--- config.mk ---
export PLATFORM = sky130hd
export DESIGN_NAME = neopixel_frame_scheduler_flat
export DESIGN_NICKNAME = d
export VERILOG_FILES = /design/src/rtl/neopixel_frame_scheduler_if.sv /design/src/rtl/neopixel_frame_scheduler.sv /design/src/flat_wrapper.sv
export SDC_FILE = /design/constraint.sdc
export NUM_CORES = 1
export LEC_CHECK = 0
export CAP_MARGIN = 20
export CORE_UTILIZATION = 35
export CTS_CLUSTER_SIZE = 28
export DETAILED_ROUTE_END_ITERATION = 10
export GPL_TIMING_DRIVEN = 1
export HOLD_SLACK_MARGIN = 0.06
export PLACE_DENSITY = 0.57
export SLEW_MARGIN = 40
export SYNTH_ARGS = -nofsm -noshare
export SYNTH_HDL_FRONTEND = slang
export SYNTH_SLANG_ARGS = --single-unit
export TNS_END_PERCENT = 20
--- constraint.sdc ---
create_clock -name i_clk -period 3.9 [get_ports i_clk]
set_input_delay 0.78 -clock i_clk [delete_from_list [all_inputs] [get_ports i_clk]]
set_output_delay 0.78 -clock i_clk [all_outputs]
set_load 0.01 [all_outputs]
--- src/rtl/neopixel_frame_scheduler_if.sv ---
`default_nettype none
// ============================================================================
//  Module   : neopixel_frame_scheduler_if
//  Brief    : Writer, driver and status signals of the neopixel frame scheduler.
//             The slave modport is the scheduler; the master modport is the
//             environment (writer, driver and CSR block).
//  Revision : 1.0  initial release
// ============================================================================
interface neopixel_frame_scheduler_if;
   logic        i_enable;
   logic        i_commit;
   logic        o_commit_ack;
   logic        o_wr_ready;
   logic        o_wr_bank;
   logic        o_drv_bank;
   logic        o_drv_start;
   logic        i_drv_busy;
   logic        o_frame_pulse;
   logic [15:0] o_frame_cnt;
   logic        o_err;
   logic [1:0]  o_err_code;
   logic        i_clr_err;

   modport slave (
      input  i_enable, i_commit, i_drv_busy, i_clr_err,
      output o_commit_ack, o_wr_ready, o_wr_bank, o_drv_bank, o_drv_start,
             o_frame_pulse, o_frame_cnt, o_err, o_err_code
   );

   modport master (
      output i_enable, i_commit, i_drv_busy, i_clr_err,
      input  o_commit_ack, o_wr_ready, o_wr_bank, o_drv_bank, o_drv_start,
             o_frame_pulse, o_frame_cnt, o_err, o_err_code
   );
endinterface
`default_nettype wire

--- src/rtl/neopixel_frame_scheduler.sv ---
`default_nettype none
// ============================================================================
//  Module   : neopixel_frame_scheduler
//  Brief    : Ping-pong bank ownership, driver start sequencing (commit and
//             periodic refresh), busy watchdog and frame/error reporting.
//  Revision : 1.0  initial release
// ============================================================================
module neopixel_frame_scheduler #(
   parameter int unsigned REFRESH_TCK  = 500_000,
   parameter int unsigned START_TO_TCK = 8,
   parameter int unsigned FRAME_TO_TCK = 2_000_000
) (
   input  wire logic                  i_clk,
   input  wire logic                  i_rst,
   neopixel_frame_scheduler_if.slave  bus
);

   localparam logic [31:0] REFRESH_RELOAD = 32'(REFRESH_TCK - 1);
   localparam logic [31:0] START_LIMIT    = 32'(START_TO_TCK - 1);
   localparam logic [31:0] FRAME_LIMIT    = 32'(FRAME_TO_TCK - 1);
   localparam logic [1:0]  ERR_START      = 2'b01;
   localparam logic [1:0]  ERR_FRAME      = 2'b10;

   typedef enum logic [2:0] {
      S_IDLE      = 3'd0,
      S_SWAP      = 3'd1,
      S_START     = 3'd2,
      S_WAIT_BUSY = 3'd3,
      S_WAIT_DONE = 3'd4
   } state_t;

   state_t      state_q;
   logic [31:0] refresh_cnt_q;
   logic        refresh_pending_q;
   logic        commit_pending_q;
   logic [31:0] wd_q;
   logic        drv_bank_q;
   logic        commit_ack_q;
   logic        drv_start_q;
   logic        frame_pulse_q;
   logic [15:0] frame_cnt_q;
   logic        err_q;
   logic [1:0]  err_code_q;
   logic        refresh_fire;

   // A zero period disables the refresh source entirely.
   assign refresh_fire = (REFRESH_TCK != 0) && (refresh_cnt_q == 32'd0);

   // Free-running refresh down-counter, independent of state and enable.
   always_ff @(posedge i_clk or posedge i_rst) begin
      if (i_rst) begin
         refresh_cnt_q <= REFRESH_RELOAD;
      end else if (REFRESH_TCK != 0) begin
         if (refresh_cnt_q == 32'd0) refresh_cnt_q <= REFRESH_RELOAD;
         else                         refresh_cnt_q <= refresh_cnt_q - 32'd1;
      end
   end

   // Sequencer: state, pending flags, watchdog, registered pulses, counters, errors.
   always_ff @(posedge i_clk or posedge i_rst) begin
      if (i_rst) begin
         state_q           <= S_IDLE;
         refresh_pending_q <= 1'b0;
         commit_pending_q  <= 1'b0;
         wd_q              <= 32'd0;
         drv_bank_q        <= 1'b0;
         commit_ack_q      <= 1'b0;
         drv_start_q       <= 1'b0;
         frame_pulse_q     <= 1'b0;
         frame_cnt_q       <= 16'd0;
         err_q             <= 1'b0;
         err_code_q        <= 2'b00;
      end else begin
         commit_ack_q  <= 1'b0;
         drv_start_q   <= 1'b0;
         frame_pulse_q <= 1'b0;
         // Saturating so a very long stall cannot wrap past the limits.
         if (wd_q != 32'hFFFF_FFFF) wd_q <= wd_q + 32'd1;
         // Clear first so a timeout in the same cycle overrides it.
         if (bus.i_clr_err) begin
            err_q      <= 1'b0;
            err_code_q <= 2'b00;
         end
         // Pulses are registered on the transition, so each lands in the
         // cycle its state is occupied (ack in SWAP, start in START).
         case (state_q)
            S_IDLE: begin
               if (bus.i_enable && commit_pending_q) begin
                  state_q          <= S_SWAP;
                  drv_bank_q       <= ~drv_bank_q;
                  commit_ack_q     <= 1'b1;
                  commit_pending_q <= 1'b0;
               end else if (bus.i_enable && refresh_pending_q) begin
                  state_q           <= S_START;
                  drv_start_q       <= 1'b1;
                  refresh_pending_q <= 1'b0;
                  wd_q              <= 32'd0;
               end
            end
            S_SWAP: begin
               state_q           <= S_START;
               drv_start_q       <= 1'b1;
               refresh_pending_q <= 1'b0;
               wd_q              <= 32'd0;
            end
            S_START: begin
               state_q <= S_WAIT_BUSY;
            end
            S_WAIT_BUSY: begin
               if (bus.i_drv_busy) begin
                  state_q <= S_WAIT_DONE;
                  wd_q    <= 32'd0;
               end else if (wd_q == START_LIMIT) begin
                  state_q <= S_IDLE;
                  err_q   <= 1'b1;
                  if (!err_q || bus.i_clr_err) err_code_q <= ERR_START;
               end
            end
            S_WAIT_DONE: begin
               if (!bus.i_drv_busy) begin
                  state_q       <= S_IDLE;
                  frame_pulse_q <= 1'b1;
                  frame_cnt_q   <= frame_cnt_q + 16'd1;
               end else if (wd_q == FRAME_LIMIT) begin
                  state_q <= S_IDLE;
                  err_q   <= 1'b1;
                  if (!err_q || bus.i_clr_err) err_code_q <= ERR_FRAME;
               end
            end
            default: state_q <= S_IDLE;
         endcase
         // Requests arriving on a clearing edge must not be lost.
         if (bus.i_commit) commit_pending_q  <= 1'b1;
         if (refresh_fire) refresh_pending_q <= 1'b1;
      end
   end

   assign bus.o_commit_ack  = commit_ack_q;
   assign bus.o_wr_ready    = ~commit_pending_q;
   assign bus.o_drv_bank    = drv_bank_q;
   assign bus.o_wr_bank     = ~drv_bank_q;
   assign bus.o_drv_start   = drv_start_q;
   assign bus.o_frame_pulse = frame_pulse_q;
   assign bus.o_frame_cnt   = frame_cnt_q;
   assign bus.o_err         = err_q;
   assign bus.o_err_code    = err_code_q;

endmodule
`default_nettype wire

--- src/flat_wrapper.sv ---
// flat-port wrapper written by rule: the top's interface ports become plain ports
module neopixel_frame_scheduler_flat 
#(
   parameter int unsigned REFRESH_TCK  = 500_000,
   parameter int unsigned START_TO_TCK = 8,
   parameter int unsigned FRAME_TO_TCK = 2_000_000
)
  (i_clk, i_rst, bus_i_enable, bus_i_commit, bus_i_drv_busy, bus_i_clr_err, bus_o_commit_ack, bus_o_wr_ready, bus_o_wr_bank, bus_o_drv_bank, bus_o_drv_start, bus_o_frame_pulse, bus_o_frame_cnt, bus_o_err, bus_o_err_code);
  neopixel_frame_scheduler_if bus_i ();
  input  wire logic i_clk;
  input  wire logic i_rst;
  input wire logic [$bits(bus_i.i_enable)-1:0] bus_i_enable;
  input wire logic [$bits(bus_i.i_commit)-1:0] bus_i_commit;
  input wire logic [$bits(bus_i.i_drv_busy)-1:0] bus_i_drv_busy;
  input wire logic [$bits(bus_i.i_clr_err)-1:0] bus_i_clr_err;
  output wire logic [$bits(bus_i.o_commit_ack)-1:0] bus_o_commit_ack;
  output wire logic [$bits(bus_i.o_wr_ready)-1:0] bus_o_wr_ready;
  output wire logic [$bits(bus_i.o_wr_bank)-1:0] bus_o_wr_bank;
  output wire logic [$bits(bus_i.o_drv_bank)-1:0] bus_o_drv_bank;
  output wire logic [$bits(bus_i.o_drv_start)-1:0] bus_o_drv_start;
  output wire logic [$bits(bus_i.o_frame_pulse)-1:0] bus_o_frame_pulse;
  output wire logic [$bits(bus_i.o_frame_cnt)-1:0] bus_o_frame_cnt;
  output wire logic [$bits(bus_i.o_err)-1:0] bus_o_err;
  output wire logic [$bits(bus_i.o_err_code)-1:0] bus_o_err_code;
  assign bus_i.i_enable = bus_i_enable;
  assign bus_i.i_commit = bus_i_commit;
  assign bus_i.i_drv_busy = bus_i_drv_busy;
  assign bus_i.i_clr_err = bus_i_clr_err;
  assign bus_o_commit_ack = bus_i.o_commit_ack;
  assign bus_o_wr_ready = bus_i.o_wr_ready;
  assign bus_o_wr_bank = bus_i.o_wr_bank;
  assign bus_o_drv_bank = bus_i.o_drv_bank;
  assign bus_o_drv_start = bus_i.o_drv_start;
  assign bus_o_frame_pulse = bus_i.o_frame_pulse;
  assign bus_o_frame_cnt = bus_i.o_frame_cnt;
  assign bus_o_err = bus_i.o_err;
  assign bus_o_err_code = bus_i.o_err_code;
  neopixel_frame_scheduler #(.REFRESH_TCK(REFRESH_TCK), .START_TO_TCK(START_TO_TCK), .FRAME_TO_TCK(FRAME_TO_TCK)) u_core (.i_clk(i_clk), .i_rst(i_rst), .bus(bus_i));
endmodule
======== After elaboration in Yosys (flattened, before gate mapping) ========
Index checks and enable logic that the tools add are counted.
cells by class
  $add $sub $neg .......................... 3
  equality and inequality tests ........... 12
  muxes and demuxes ....................... 41
  bitwise logic cells ..................... 3
  reductions and logical operators ........ 14
operators with widths
  kind                                                                     count
  32-bit two-way mux                                                       5
  32-bit case mux with 3 select lines                                      1
  32-bit by 1-bit adder with 32-bit output, second input constant          1
  32-bit by 21-bit equality test with 1-bit output, second input constant  1
  32-bit by 3-bit equality test with 1-bit output, second input constant   1
  32-bit zero test                                                         1
  32-bit inequality test, second input constant                            1
  32-bit by 1-bit subtractor with 32-bit output, second input constant     1
  3-bit two-way mux                                                        6
  1-bit two-way mux                                                        17
  16-bit by 1-bit adder with 16-bit output, second input constant          1
  3-bit case mux with 5 select lines                                       1
  2-bit two-way mux                                                        7
  3-bit by 2-bit inequality test with 1-bit output, second input constant  3
  3-bit by 2-bit equality test with 1-bit output, second input constant    2
  3-bit by 1-bit inequality test with 1-bit output, second input constant  2
  1-bit case mux with 2 select lines                                       3
  2-bit AND reduction                                                      3
  3-bit AND reduction                                                      2
  2-bit case mux with 2 select lines                                       1
  2-bit nonzero test                                                       2
  3-bit by 1-bit equality test with 1-bit output, second input constant    1
  3-bit equality test, second input constant                               1
  3-bit zero test                                                          1
  other kinds (5)                                                          8
word-level totals
  register bits ........................... 92
  input bits .............................. 6
  output and inout bits ................... 25
  logic and storage cells ................. 85

======== Longest topological paths before layout ========
  depth after elaboration ................. 6
  gate-level depth with buffers ........... 9
  gate-level depth less buffers ........... 7

======== Least setup slack after synthesis ========
Ideal clock, no wire load.
  path type ............................... input to register
  start ................................... in bus_i_drv_busy
  end ..................................... reg u_core.frame_cnt_q[15], in the netlist u_core.bus.o_frame_cnt[15]
  setup time .............................. 0.124 ns
  arrival ................................. 2.334 ns
  slack ................................... 1.442 ns
  stages .................................. 6
  buffers on the path ..................... 1
  path through ............................ or4b_2 buf_2 nor3_1 and2_1 nand4_1 xnor2_1
between the ends
  cells in the longest elaborated chain, start to end .. 2
RTL lines
  item                           RTL line                         RTL
  from (decl)                    flat_wrapper.sv:14               input wire logic [$bits(bus_i.i_drv_busy)-1:0] bus_i_drv_busy;
  1-bit NOT (no line)            n/a
  2-bit AND reduction (no line)  n/a
  to (signal assigned)           neopixel_frame_scheduler.sv:123  frame_cnt_q <= frame_cnt_q + 16'd1;
  to (decl)                      neopixel_frame_scheduler.sv:41   logic [15:0] frame_cnt_q;
No other way between the ends.
A chain may end at the register's enable or synchronous reset.

======== Final worst setup path ========
Ends and elaborated chain as after synthesis.

==> metrics.md <==
| Metric | Value |
|---|---|
| Fraction of final layout cells with drive strength greater than 1 | about a tenth |
| Routing usage on met3 | between 4 and 5% |
| Total global routing track utilization | 15.8% |
| Part of the Yosys area used for sequential elements | 48.8% |
| RSZ-0062 raised after global routing | false |
| Required arrival time at the worst endpoint | 4.13 ns |
| CP max FO | 8 |
| Vertical extent of the die | 118 um |
| Slowest CP cell | or4b_2 |
| Worst-skew pair later-pin latency | 0.35 ns |
| TritonCTS Buffers | 9 |
| DR DRC count | 0 |
| Number of distinct library cells after synthesis | 53 |
| CTS tree | done |
| Antenna violations before repair | 0 |
| Number of clock sinks seen by CTS | 92 |
| Layout Area Growth over Synthesis | 15.5% |
| Number of failing hold endpoints at the final stage | 0 |
| Tightest Hold Check Type | reg2reg |
| Clock tree skew after final layout | 0.00973 ns |
| Synthesized netlist net count | 491 |
| Post-Synthesis Cells | 481 |
| Number of nets at the end of the flow | a little over 500 |
| Final ANT Viol Nets | 0 |
| Number of maximum-capacitance violations | 0 |
| Weighted congestion reported at the end of routability-driven placement | between 0.8 and 0.9 |
| Global-route wire length before repair | about 18000 um |
| Worst Setup Start Kind | primary input |
| Post-route core utilization | between 40% and 50% |
| Initial drt markers | 247 |
| Via count of the first global-routing pass | 3523 |
| Average size of a mapped cell | 9.86 um2 |
| Largest net degree at the start of global routing | just over 50 |
| Post-CTS setup buffer count | 0 |
| Chain of cells forming the critical path | clkdlybuf4s50_1 > or4b_2 > nor3_1 > and2_1 > nand4_1 > xnor2_1 |
| Power per standard cell area | about 410 mW/mm2 |
| Total number of vias | 3680 |
| Number of buffers on the longest clock path | 2 |
| I/O pin count | 31 |
| Total gr overflow | 0 |
| Slew at the pin with the worst max-slew slack | 0.825 ns |
| Site Rows | 42 |
| Cell Area, Synth | 0.00474 mm2 |
| Max H-tree Level | 3 |
| Global-route met1 utilization | 20.7% |
| N_diodes | 0 |
| Synth Register Bits | between 90 and 100 |
| Via-to-Cell Ratio | 5.37 |
| Total negative setup slack | 0 ns |
| HPWL reported at the end of detailed placement | 7020 um |
| Post-layout total power | about 2.3 mW |
| Master cell of the clock root buffer | clkbuf_16 |
| Yosys warning count | 0 |
| Peak supply drop | 0.253 mV |
| Result of the run | complete, no violations |
| Area contributors post-synth | dfrtp_1, xnor2_1, dfstp_2 |
| Final setup violation count | 0 |
| Final routed wire length divided by cell count | 14.9 um |
| Length of the first detailed-routing pass in iterations | 4 |
| Category of the most critical setup path | in2reg |
| GR Util met2 | 25.2% |
| Total die area | between 0.01 and 0.015 mm2 |
| Overall die width | around 120 um |
| Post-cts repair resize count | 0 |
| Post-layout min period | 2.86 ns |
| Detailed Route WL | 10200 um |
| Achievable clock frequency | about 350 MHz |
| Max-slew headroom at the worst pin | 44.6% |
| Register clock-pin slew on the reported worst setup and hold paths | roughly 0.060 ns |
| Lkg Pwr | 2.22 nW |
| Hold buffer count at CTS | 0 |
| Max Slew Vio Count | 0 |
| Period Utilization, post-route | around three quarters |
| Nature of the critical path endpoint | register |
| Most common library cell in the layout ignoring fill and taps | dfrtp_1 |
| Fraction of post-synthesis cell area in the top cell type by area | 42.7% |
| Busiest layer in global routing | met2 |
| Most used cells in the layout excluding fill and tap cells | dfrtp_1, nor2_1, xnor2_1, nand2_1, clkdlybuf4s50_1 |
| Port Buffer Count | 30 |
| Initial core utilization | 35.8% |
| Core outline area | roughly 0.013 mm2 |
| Worst Path Arrival | roughly 3.1 ns |
| Cell taking the most area after synthesis | dfrtp_1 |
| Critical path's largest stage delay | 0.86 ns |
-- registers in the layout, summed over array words and instances, names as in the netlist --
| register | count |
|---|---|
| u_core.bus.o_frame_pulse | 1 |
| u_core.wd_q | 32 |
| u_core.state_q | 3 |
| u_core.bus.o_frame_cnt | 16 |
| u_core.bus.o_commit_ack | 1 |
| u_core.refresh_pending_q | 1 |
| u_core.bus.o_err | 1 |
| u_core.refresh_cnt_q | 32 |
| u_core.bus.o_drv_start | 1 |
| u_core.bus.o_err_code | 2 |
| u_core.commit_pending_q | 1 |
| u_core.bus.o_drv_bank | 1 |
-- cells in the mapped netlist, drive strengths merged --
cell / count
xor2: 19
dfrtp: 81
mux2: 2
o311ai: 2
or4b: 3
or2: 2
clkbuf: 14
nor2b: 1
a2111oi: 1
o31ai: 7
mux2i: 1
a311oi: 1
ha: 4
buf: 7
nand2: 35
o32ai: 1
nand3: 22
o22a: 1
dfstp: 11
a21o: 1
nand3b: 1
nand4: 15
or3: 14
xnor2: 44
nand2b: 2
nor4: 25
o21ai: 13
nor2: 63
a22oi: 1
nand4b: 1
a31oi: 2
o211ai: 2
inv: 14
and2: 6
nor3: 26
a21oi: 9
and3: 5
or4: 12
or3b: 2
and4: 5
o2111ai: 3
-- final cells by class --
cell class	count	area [um2]
timing repair buffer	33	335
tap	176	220
inverter	14	57.6
fill	1328	7760
clock inverter	3	23.8
sequential	92	2320
multi-input combinational	354	2270
clock buffer	13	260
-- path summary, 6_finish.rpt --
kind | slack (ns) | end | cells past startpoint | from
worst min register to register | 0.46 | u_core.refresh_cnt_q[0]$_DFF_PP1_ | 1 | u_core.refresh_cnt_q[0]$_DFF_PP1_
max in group asynchronous | 2.44 | u_core.refresh_cnt_q[0]$_DFF_PP1_ | 3 | i_rst
worst min-delay path | 0.46 | u_core.refresh_cnt_q[0]$_DFF_PP1_ | 1 | u_core.refresh_cnt_q[0]$_DFF_PP1_
worst max-delay path | 1.04 | u_core.bus.o_frame_cnt[15]$_DFFE_PP0P_ | 6 | bus_i_drv_busy
min in group asynchronous | 0.81 | u_core.bus.o_frame_cnt[0]$_DFFE_PP0P_ | 2 | i_rst
worst max register to register | 1.09 | u_core.refresh_cnt_q[4]$_DFF_PP1_ | 5 | u_core.refresh_cnt_q[20]$_DFF_PP0_
-- worst max-delay path, delay by kind of cell --
kind                   cells  cell delay [ns]
XOR/XNOR                   1             0.14
buffers and inverters      1             0.54
AND/OR/NAND/NOR            4             1.63
-- report_power, final --
group	internal, mW	total (mW)	switching [mW]	leakage, nW
Sequential	1.02	1.10	0.0813	1.21
Clock	0.468	0.830	0.361	0.132
Combinational	0.146	0.331	0.185	0.881
-- kinds of logic after synthesis --
kind of cell / synth area share [%]
and+or+nand+nor: 28.4
AOI/OAI and AO/OA: 5.99
buffers and inverters: 3.38
DFF: 48.8
xor gates and xnor gates: 11.6
adders and majority gates: 1.06
muxes: 0.765
-- metrics by stage --
step                      cells  hold slack (ns)  cell area, um2  worst slack, ns
after floorplan             481            0.433            4740            0.746
after global placement      669            0.444            5190            0.749
after detailed placement    669            0.453            5200            0.668
after CTS                   685            0.468            5480             1.04
after global routing        685            0.480            5480            0.894
final                       685            0.465            5480             1.04
-- metal layers --
metal	share of wire (%)	up-vias
li1	-	1761
met2	47	82
met1	48	1825
met5	0	-
met3	4.4	12
met4	1.3	0
Power figures use the tool's default switching activity.
==> edit 1: new RTL, config.mk and constraints unchanged <==
Re-encode `state_t` (5 states) as Gray code, 3 bits wide.
--- a/src/rtl/neopixel_frame_scheduler.sv
+++ b/src/rtl/neopixel_frame_scheduler.sv
@@ -22,11 +22,11 @@
    localparam logic [1:0]  ERR_FRAME      = 2'b10;
 
    typedef enum logic [2:0] {
-      S_IDLE      = 3'd0,
-      S_SWAP      = 3'd1,
-      S_START     = 3'd2,
-      S_WAIT_BUSY = 3'd3,
-      S_WAIT_DONE = 3'd4
+      S_IDLE      = 3'b000,
+      S_SWAP      = 3'b001,
+      S_START     = 3'b011,
+      S_WAIT_BUSY = 3'b010,
+      S_WAIT_DONE = 3'b110
    } state_t;
 
    state_t      state_q;
Formal check against the unedited RTL: no difference found for any inputs over 10 cycles, from zero or initial values and one cycle with i_rst high; not proved beyond that.
==> edit 1 against the original RTL <==
- sequential cell count unchanged
- wire length increased by 1.8%
- area after synthesis increased by 0.74%
- design area increased by 0.96%
- combinational power increased by 18%
- synthesized cell count increased by 1.5%
- register-to-register slack improved by 0.43 ns
- power increased by 3.7%
- worst setup slack improved by 0.43 ns
- non-clock buffer count unchanged
- critical path type unchanged
- highest routed layer unchanged
==> edit 1: results (changes against the original RTL) <==
* Worst-path fanout max at 7 (-1)
* Iteration-0 DRC Markers at 243 (-1.6%)
* Global-route wire length before repair at 17600 um (about the same)
* Top cells by count, synth: 81 x dfrtp_1, 55 x nor2_1, 42 x nand2_1
* Largest net degree at the start of global routing at 40 (-22%)
* Top cells by area, synth: dfrtp_1 42%, dfstp_2 6.0%, xnor2_1 5.7%
* Peak VDD IR at 253 uV (about the same)
* Clock skew at 0.00978 ns (+0.0000526 ns)
* Worst Hold Class: flop to flop
* Mapped Nets at 498 (+1.4%)
* Ys async rst share at 100% (unchanged)
* Vias in the first global route at 3578 (+1.6%)
* Ys flop type: dfrtp_1
* Vias per cell at 5.34 (-0.60%)
* Cts repair resizes at 0 (unchanged)
* Drt first pass iters at 5 (+1)
* Sequential area share after synthesis at 48.5% (-0.36 points)
* Clk Latency, worst-skew pair at 0.35 ns (about the same)
* Inserted Clock Buffers at 9 (unchanged)
* RD Place Congestion at 0.843 (about the same)
* Setup Buffers After CTS at 0 (unchanged)
* Share of layout cells above drive strength 1 at 11.1% (+1.3 points)
* # H-tree levels at 3 (unchanged)
* Total GRT Usage at 15.7% (-0.16 points)
* Clock transition at path regs at 0.06 ns (about the same)
* DR WL/cell at 14.9 um (about the same)
* Yosys warns at 0 (unchanged)
* Unique masters post-synth at 65 (+23%)
* Buffers on Ports at 30 (unchanged)
* Leakage at 2.24 nW (+0.63%)
* Grt ovf at 0 (unchanged)
* Post-DP HPWL at 7250 um (+3.4%)
* # diodes at 0 (unchanged)
* Clk root buf: clkbuf_16
* Initial antenna violation count at 0 (unchanged)
* # nets final at 526 (+2.3%)
* FILL cells at 1282 (-3.5%)
* Status: completed
* Worst-case clock buffer depth at 2 (unchanged)
* Least-Margin Pin Slew at 0.775 ns (-0.0496 ns)
-- edit 1: path summary, 6_finish.rpt --
| kind | start | to | slack [ns] | depth (start not counted) |
|---|---|---|---|---|
| hold / removal | u_core.bus.o_frame_cnt[15] | u_core.bus.o_frame_cnt[15] | 0.47 | 1 |
| setup / recovery | bus_i_drv_busy | u_core.bus.o_frame_cnt[11] | 1.46 | 7 |
| min in group asynchronous | i_rst | u_core.bus.o_frame_cnt[4] | 0.84 | 2 |
| setup reg to reg | u_core.wd_q[0] | u_core.wd_q[23] | 1.52 | 6 |
| max in group asynchronous | i_rst | u_core.refresh_cnt_q[4] | 2.21 | 3 |
| hold reg to reg | u_core.bus.o_frame_cnt[15] | u_core.bus.o_frame_cnt[15] | 0.47 | 1 |
-- edit 1: layer usage --
metal / part of all wire, % / track usage (%)
met3: 3.2 / 4.41
met5: 0 / 0
met2: 48 / 25.4
met1: 47 / 20.2
met4: 1.9 / 5.14
-- edit 1: logic make-up after synthesis --
family                     count (synthesis)  share of synthesized area [%]
and+or+nand+nor                          241                           27.8
xor gates and xnor gates                  56                           10.3
DFF                                       92                           48.5
muxes                                      7                           1.52
buffers and inverters                     37                           3.22
adders and majority gates                  4                           1.05
AOI/OAI and AO/OA                         51                           7.70
-- edit 1: worst max-delay path, cell delays in order --
cell and delay [ns]:
clkdlybuf4s50_1 0.46, nor4bb_1 0.31, buf_4 0.21, and4_1 0.29, nand4_1 0.17, or2_2 0.33, xnor2_1 0.13
-- edit 1: final cells by class --
cell class / count / area [um^2] / area share [%]
clock buffers: 10 / 229 / 4.14
repair buffers: 33 / 323 / 5.83
multi-input cells: 359 / 2320 / 41.9
well taps: 176 / 220 / 3.98
clock inverters: 6 / 46.3 / 0.837
inverters: 21 / 80.1 / 1.45
flip-flops and latches: 92 / 2320 / 41.9
-- edit 1: through the flow --
| step | total power [W] | hold WS [ns] | cells | cell area [um^2] | setup slack (ns) |
|---|---|---|---|---|---|
| after floorplan | 0.00137 | 0.450 | 488 | 4780 | 0.746 |
| after global placement | 0.00152 | 0.467 | 681 | 5250 | 1.14 |
| after detailed placement | 0.00153 | 0.469 | 681 | 5250 | 1.11 |
| after CTS | 0.00238 | 0.478 | 697 | 5530 | 1.49 |
| after global routing | 0.00247 | 0.484 | 697 | 5530 | 1.36 |
| final | 0.00234 | 0.473 | 697 | 5530 | 1.46 |
-- edit 1: where the power goes --
group / internal, W / total [W] / switching [W] / leakage (nW)
Clock: 0.000439 / 0.000826 / 0.000387 / 0.135
Sequential: 0.00103 / 0.00112 / 0.0000975 / 1.20
Combinational: 0.000172 / 0.000392 / 0.000220 / 0.905
Total: 0.00164 / 0.00234 / 0.000705 / 2.24
==> edit 2: new RTL, config.mk and constraints unchanged <==
Made on the original files. `REFRESH_TCK` is set to 500_000 in 2 places; all go to 250_000.
--- a/src/rtl/neopixel_frame_scheduler.sv
+++ b/src/rtl/neopixel_frame_scheduler.sv
@@ -6,7 +6,7 @@
 //  Revision : 1.0  initial release
 // ============================================================================
 module neopixel_frame_scheduler #(
-   parameter int unsigned REFRESH_TCK  = 500_000,
+   parameter int unsigned REFRESH_TCK  = 250_000,
    parameter int unsigned START_TO_TCK = 8,
    parameter int unsigned FRAME_TO_TCK = 2_000_000
 ) (
--- a/src/flat_wrapper.sv
+++ b/src/flat_wrapper.sv
@@ -1,7 +1,7 @@
 // flat-port wrapper written by rule: the top's interface ports become plain ports
 module neopixel_frame_scheduler_flat 
 #(
-   parameter int unsigned REFRESH_TCK  = 500_000,
+   parameter int unsigned REFRESH_TCK  = 250_000,
    parameter int unsigned START_TO_TCK = 8,
    parameter int unsigned FRAME_TO_TCK = 2_000_000
 )
Behaviour: no difference found for any inputs over 10 cycles, from zero or initial values and one cycle with i_rst high; that may be too few to reach the edited logic, so the function may still have changed.
==> edit 2 against the original RTL <==
- area after synthesis down 0.71%
- count of clock-buffer cells in the layout unchanged
- wire length down 3.0%
- first-iteration DRC count down 19%
- non-clock buffer count up 1
- design area down 0.21%
- critical path depth unchanged
- sequential cell count unchanged
- core utilization up 0.080 points
- sequential share of layout area up 0.064 points
- worst setup slack better by 0.12 ns
- power about the same
- cell count up 0.15%
- largest cell class unchanged
==> edit 2: results (changes against the original RTL) <==
* Detailed Route WL at 9910 um (-3.0%)
* Worst Hold Class: flop to flop
* Worst-case clock buffer depth at 2 (unchanged)
* Mux share of post-synthesis cell area at 0.691% (-0.074 points)
* Worst reg2reg path endpoint: u_core.wd_q[1]
* Post-DP HPWL at 6930 um (-1.3%)
* RD Place Congestion at 0.777 (-7.9%)
* Top cells by area, synth: dfrtp_1 44%, xnor2_1 6.0%, dfstp_2 5.6%
* Multi-input logic area at 0.00226 mm^2 (-0.33%)
* Largest net degree at the start of global routing at 49 (-3.9%)
* Vias in the first global route at 3485 (-1.1%)
* Iteration-0 DRC Markers at 200 (-19%)
* Routed vias at 3649 (-0.84%)
* Ys flop type: dfrtp_1
* Peak VDD IR at 504 uV (+100%)
* Reg2reg setup slack at 1.28 ns (+0.19 ns)
* Crit path to: u_core.bus.o_frame_cnt[15]
* Share of layout cells above drive strength 1 at 11.2% (+1.4 points)
* Mapped Nets at 486 (-1.0%)
* Vias per cell at 5.32 (-0.99%)
* FILL cells at 1289 (-2.9%)
* Area after DPL at 0.00518 mm^2 (-0.29%)
* Post-Synth XOR/XNOR Area at 7.81% (-3.8 points)
* Unique masters post-synth at 56 (+5.7%)
* Yosys warns at 0 (unchanged)
* Top cells by count, synth: 82 x dfrtp_1, 41 x nand2_1, 32 x xnor2_1
* Net switching power at 0.000630 W (+0.39%)
* R2R Path Start: u_core.wd_q[0]
* CP arrival at 2.96 ns (-0.14 ns)
* Ys async rst share at 100% (unchanged)
* Clock skew at 0.00608 ns (-0.00365 ns)
* Endpoint, Worst Hold: u_core.refresh_cnt_q[0]
* Drt first pass iters at 4 (unchanged)
* Relative slew slack at 47.5% (+3.0 points)
* Hold depth at 1 (unchanged)
* # nets final at 515 (+0.19%)
* Pre-CTS setup slack at 0.817 ns (+0.149 ns)
* Buffers on Ports at 30 (unchanged)
* R2R depth at 7 (+2)
* # diodes at 0 (unchanged)
* Post-synthesis compound-gate area fraction at 8.58% (+2.6 points)
* Status: completed
* Inserted Clock Buffers at 9 (unchanged)
* Clk Latency, worst-skew pair at 0.34 ns
* Leakage at 2.24 nW (+0.76%)
* Clk root buf: clkbuf_16
* Worst-path fanout max at 6 (-2)
* Critical path origin: bus_i_drv_busy
* Global-route wire length before repair at 17300 um (-1.5%)
* Final worst path period share at 70.3% (-3.2 points)
* Total GRT Usage at 15.5% (-0.36 points)
* Cts repair resizes at 0 (unchanged)
* Post-placement cell count at 670 (+0.15%)
* Sequential area share after synthesis at 49.1% (+0.32 points)
* Synth Instances at 476 (-1.0%)
* Synth Area in Adders at 1.06% (+0.0076 points)
[edit 2: cell type report]
cell class	instances	share of cell area [%]
tap	176	4.03
clock buffer	13	4.76
multi-input combinational	358	41.3
timing repair buffer	34	6.41
sequential	92	42.3
inverter	10	0.778
clock inverter	3	0.389
[edit 2: layer usage]
layer / up-vias / track usage, % / share of wire [%]
li1: 1809 / - / -
met1: 1800 / 21.1 / 49
met2: 35 / 23.8 / 47
met3: 5 / 4.80 / 2.8
met4: 0 / 3.93 / 0.63
met5: - / 0 / 0
[edit 2: worst max-delay path, cell delays in order]
cell,delay (ns)
clkdlybuf4s50_1,0.48
or4b_1,0.68
nor3_1,0.41
and4_1,0.30
nand4_1,0.15
xnor2_1,0.16
[edit 2: power by group through the flow]
| stage | sequential (W) | combinational (W) | clock, W |
|---|---|---|---|
| 6_report | 0.00110 | 0.000329 | 0.000830 |
| 5_1_grt | 0.00111 | 0.000373 | 0.000893 |
| 3_5_place_dp | 0.00112 | 0.000335 | 0 |
| 2_1_floorplan | 0.00111 | 0.000193 | 0 |
| 3_3_place_gp | 0.00111 | 0.000330 | 0 |
| 4_1_cts | 0.00110 | 0.000336 | 0.000860 |
[edit 2: kinds of logic (layout without fill, tap and decap cells)]
group | Yosys count | count (layout)
simple gates | 242 | 242
flops | 92 | 92
xor+xnor | 42 | 42
fa+ha+maj | 4 | 4
buf+inv | 26 | 60
compound gates | 67 | 67
mux | 3 | 3
[edit 2: stage by stage]
stage	total power (W)	hold WS, ns
after floorplan	0.00130	0.440
after global placement	0.00144	0.451
after detailed placement	0.00145	0.460
after CTS	0.00230	0.476
after global routing	0.00238	0.484
final	0.00226	0.474
